$ cat src/rtl/regfile_write_decode.sv
// 32-entry register file: one-hot write decode into per-register enables,
// two independent 2:1 mux-tree read ports, register 0 hardwired to zero.
module regfile_write_decode #(
   parameter int WIDTH     = 32,
   parameter int ADDR_BITS = 5
) (
   input  logic                 clk,
   input  logic                 reset,
   input  logic                 wr_en,
   input  logic [ADDR_BITS-1:0] wr_addr,
   input  logic [WIDTH-1:0]     wr_data,
   input  logic [ADDR_BITS-1:0] rd_addr1,
   input  logic [ADDR_BITS-1:0] rd_addr2,
   output logic [WIDTH-1:0]     rd_data1,
   output logic [WIDTH-1:0]     rd_data2,
   output logic                 wr_ack
);

   localparam int DEPTH = 2 ** ADDR_BITS;

   logic             wr_accept;
   logic [DEPTH-1:0] wr_sel;
   logic [WIDTH-1:0] mem   [1:DEPTH-1];
   logic [WIDTH-1:0] tree1 [1:2*DEPTH-1];
   logic [WIDTH-1:0] tree2 [1:2*DEPTH-1];

   assign wr_accept = wr_en && (wr_addr != '0);

   always_comb begin
      wr_sel = '0;
      if (wr_accept) begin
         wr_sel[wr_addr] = 1'b1;
      end
   end

   // Entry 0 has no storage; its enable is never raised.
   for (genvar i = 1; i < DEPTH; i++) begin : g_reg
      always_ff @(posedge clk) begin
         if (reset) begin
            mem[i] <= '0;
         end else if (wr_sel[i]) begin
            mem[i] <= wr_data;
         end
      end
   end

   always_ff @(posedge clk) begin
      if (reset) begin
         wr_ack <= 1'b0;
      end else begin
         wr_ack <= wr_accept;
      end
   end

   // Heap-ordered trees: node k has children 2k/2k+1, leaves at DEPTH+index.
   // Level l (root = 0) is steered by address bit ADDR_BITS-1-l.
   assign tree1[DEPTH] = '0;
   assign tree2[DEPTH] = '0;
   for (genvar i = 1; i < DEPTH; i++) begin : g_leaf
      assign tree1[DEPTH+i] = mem[i];
      assign tree2[DEPTH+i] = mem[i];
   end

   for (genvar l = 0; l < ADDR_BITS; l++) begin : g_lvl
      for (genvar j = 0; j < 2 ** l; j++) begin : g_node
         localparam int K = (2 ** l) + j;
         assign tree1[K] = rd_addr1[ADDR_BITS-1-l] ? tree1[2*K+1] : tree1[2*K];
         assign tree2[K] = rd_addr2[ADDR_BITS-1-l] ? tree2[2*K+1] : tree2[2*K];
      end
   end

   assign rd_data1 = tree1[1];
   assign rd_data2 = tree2[1];

endmodule

$ cat config.mk
export PLATFORM = sky130hd
export DESIGN_NAME = regfile_write_decode
export DESIGN_NICKNAME = d
export VERILOG_FILES = /design/src/rtl/regfile_write_decode.sv
export SDC_FILE = /design/constraint.sdc
export NUM_CORES = 2
export LEC_CHECK = 0
export CAP_MARGIN = 5
export CORE_MARGIN = 3
export CORE_UTILIZATION = 40
export DETAILED_ROUTE_END_ITERATION = 6
export PLACE_DENSITY = 0.6
export SETUP_SLACK_MARGIN = 0.5
export SKIP_CTS_REPAIR_TIMING = 1
export SLEW_MARGIN = 15
export SYNTH_ARGS = -nofsm -noshare
export SYNTH_HDL_FRONTEND = slang
export SYNTH_SLANG_ARGS = --single-unit
$ cat constraint.sdc
create_clock -name clk -period 4.7 [get_ports clk]
set_input_delay 1.175 -clock clk [delete_from_list [all_inputs] [get_ports clk]]
set_output_delay 1.175 -clock clk [all_outputs]
set_load 0.01 [all_outputs]
==> run summary <==
Synthesized-area fraction occupied by adder cells: 0
DR vias: 36120
Synth Register Bits: 993
Post-Syn Instances: 3677
Critical Path RT: 3.52 ns
Chip width: 371.1 µm
RSZ-0062 raised after global routing: yes
Endpoint class of the critical path: primary output
Data arrival time of the worst path: 3.34 ns
Count of final hold-check violations: 0
Tightest Pin Transition: 1.181 ns
Largest family of logic cells by synthesized area: multiplexers
# rows: 133
Startpoint Class: input port
Power Total: 22.42 mW
Comb power frac: 0.154
Commonest non-fill, non-tap cell in the layout: and2_1
Final core utilization: 0.4968
Multiplexer area fraction after synthesis: 0.2057
Sequential Power Share: 0.468
Clk buf depth: 3
Root Buffer: clkbuf_16
Status: finished, final reports clean
Final worst-path cycle share: 0.9601
# DRC: 0
Top-area cell type share of the netlist area: 0.5587
P_sw: 5.728 mW
Commonest cells after routing, fill and taps aside: and2_1 (1013), edfxtp_1 (992), mux4_2 (384)
P per Cell Area: 342.0 nW/µm²
Port-buffer cells: 114
Total track usage: 0.2724
Leakage: 23.71 nW
Vias/cell: 6.171
Mapped Avg Cell Area: 14.50 µm²
Fmax: 221.6 MHz
Die area: 137700 µm²
Area delta synth->final: 22.96%
Minimum clock period: 4.513 ns
Routed wire length: 195200 µm
CORE AREA: 132000 µm²
Wire length per cell: 33.36 µm
Synth Area in Simple Gates: 0.1342
Slew margin rel.: 0.2099
IO Pins: 115
Die Span Y: 371.1 µm
Setup violations, final: 0
Synth top area cells: edfxtp_1 (56%), mux4_2 (16%), and2_1 (12%), a22o_1 (3.2%), mux2i_1 (3.0%)
CTS Buf Count: 108
Worst setup path class: input port to primary output
Detailed Route Iter0 Violations: 5091
Initial core utilization: 0.4041
Clk pwr share: 0.377
Largest net degree at the start of global routing: 51
Total gr overflow: 0
Vias in the first global route: 35270
Area leader, netlist: edfxtp_1
Dpl hpwl: 116500 µm
Final nets: 4056
TritonCTS clock tree: built
Final Max Slew Viols: 0
Worst Hold Margin: 1.129 ns
Clk sinks: 993
Maximum vdd drop: 0.0002842 V
H-Tree Level Count: 3
Layout cells sized above 1: 0.3363
Fraction of the mapped netlist area in compound gates: 0.06761
Post-synth net total: 3727
Sw Ratio: 0.2554
Worst Path Max Fanout: 7
Seq/Total Area, Yosys: 0.5591
Initial antenna violation count: 18
Internal: 16.69 mW
Synth Cell Area: 53320 µm²
Synth Area in XOR/XNOR: 0
Clock-pin transition on the worst setup and hold timing paths: 0.06 ns
DRT antenna net count: 0
Max cap viols: 0
DR pass1 iterations: 5
Netlist cell types: 29
GPL Wtd Cong: 0.8767
Hold Crit Class: input port to flop
First-pass GRT wire length: 265400 µm
Synth warnings: 0
==> metal layers <==
layer | routed length [µm] | track usage | vias to the layer above
met5 | 65 | 0 | -
met4 | 8852 | 0.09699 | 10
met3 | 22730 | 0.06909 | 433
met2 | 86680 | 0.4061 | 2357
met1 | 76890 | 0.3869 | 18550
li1 | - | - | 14770
==> through the flow <==
stage                     cell area [µm²]  TNS [ns]  instances  worst slack, ns
after floorplan                     53320         0       3677           0.7784
after global placement              58990    -1.731       5467          -0.3072
after detailed placement            58980    -1.718       5467          -0.3183
after CTS                           62390    -2.117       5662          -0.3346
after global routing                65550         0       5846           0.1595
final                               65560         0       5852           0.1875
==> path summary, 6_finish.rpt <==
check                 cells past startpoint         from                         to  slack, ns
worst min-delay path                      2  wr_data[29]  mem[0][925]$_SDFFCE_PN0P_       1.13
worst max-delay path                     11  rd_addr2[0]                rd_data2[7]       0.19
==> Yosys cell counts, drive strengths merged <==
cell    number
and2      1026
edfxtp     992
mux4       384
clkbuf     305
a22o       192
mux2i      160
buf        103
nand2       73
a211oi      64
mux2        64
o21ai       64
o22ai       64
o31ai       64
nor2        35
and3        32
o21bai      31
nor2b        9
nand3        3
nand3b       3
inv          2
nand2b       2
or3b         2
dfxtp        1
o31a         1
or3          1
==> critical path: stages <==
cell	delay [ns]
buf_16	0.13
buf_12	0.16
buf_16	0.16
clkbuf_16	0.18
buf_6	0.09
mux4_2	0.48
a22o_1	0.23
o21ai_2	0.24
buf_4	0.17
o31ai_4	0.11
buf_6	0.16
==> power groups by stage <==
stage / Combinational, mW / Clock (mW) / Sequential [mW]
6_report: 3.46 / 8.46 / 10.5
2_1_floorplan: 1.66 / 0 / 10.6
4_1_cts: 3.05 / 8.54 / 10.5
3_3_place_gp: 3.04 / 0 / 10.7
3_5_place_dp: 3.04 / 0 / 10.7
5_1_grt: 3.56 / 8.90 / 10.6
==> cell families (layout without fill, tap and decap cells) <==
kind of cell	after synthesis	after routing
other cells	0	6
buf+inv	410	824
mux	608	608
compound gates	480	480
flops	993	993
simple gates	1186	1186
==> final cells by class <==
| type | count | area (µm²) |
|---|---|---|
| fillers | 11010 | 66400 |
| inverters | 2 | 10.01 |
| clock buffers | 137 | 2833 |
| clock inverters | 58 | 580.6 |
| well taps | 1755 | 2196 |
| diodes | 6 | 15.01 |
| multi-input cells | 2274 | 23060 |
| flip-flops and latches | 993 | 29810 |
| repair buffers | 627 | 7057 |
==> sequential cells by signal, indices dropped and copies added (netlist names) <==
register  count
mem         992
wr_ack        1
No activity file was read; power rests on OpenSTA's default activity.
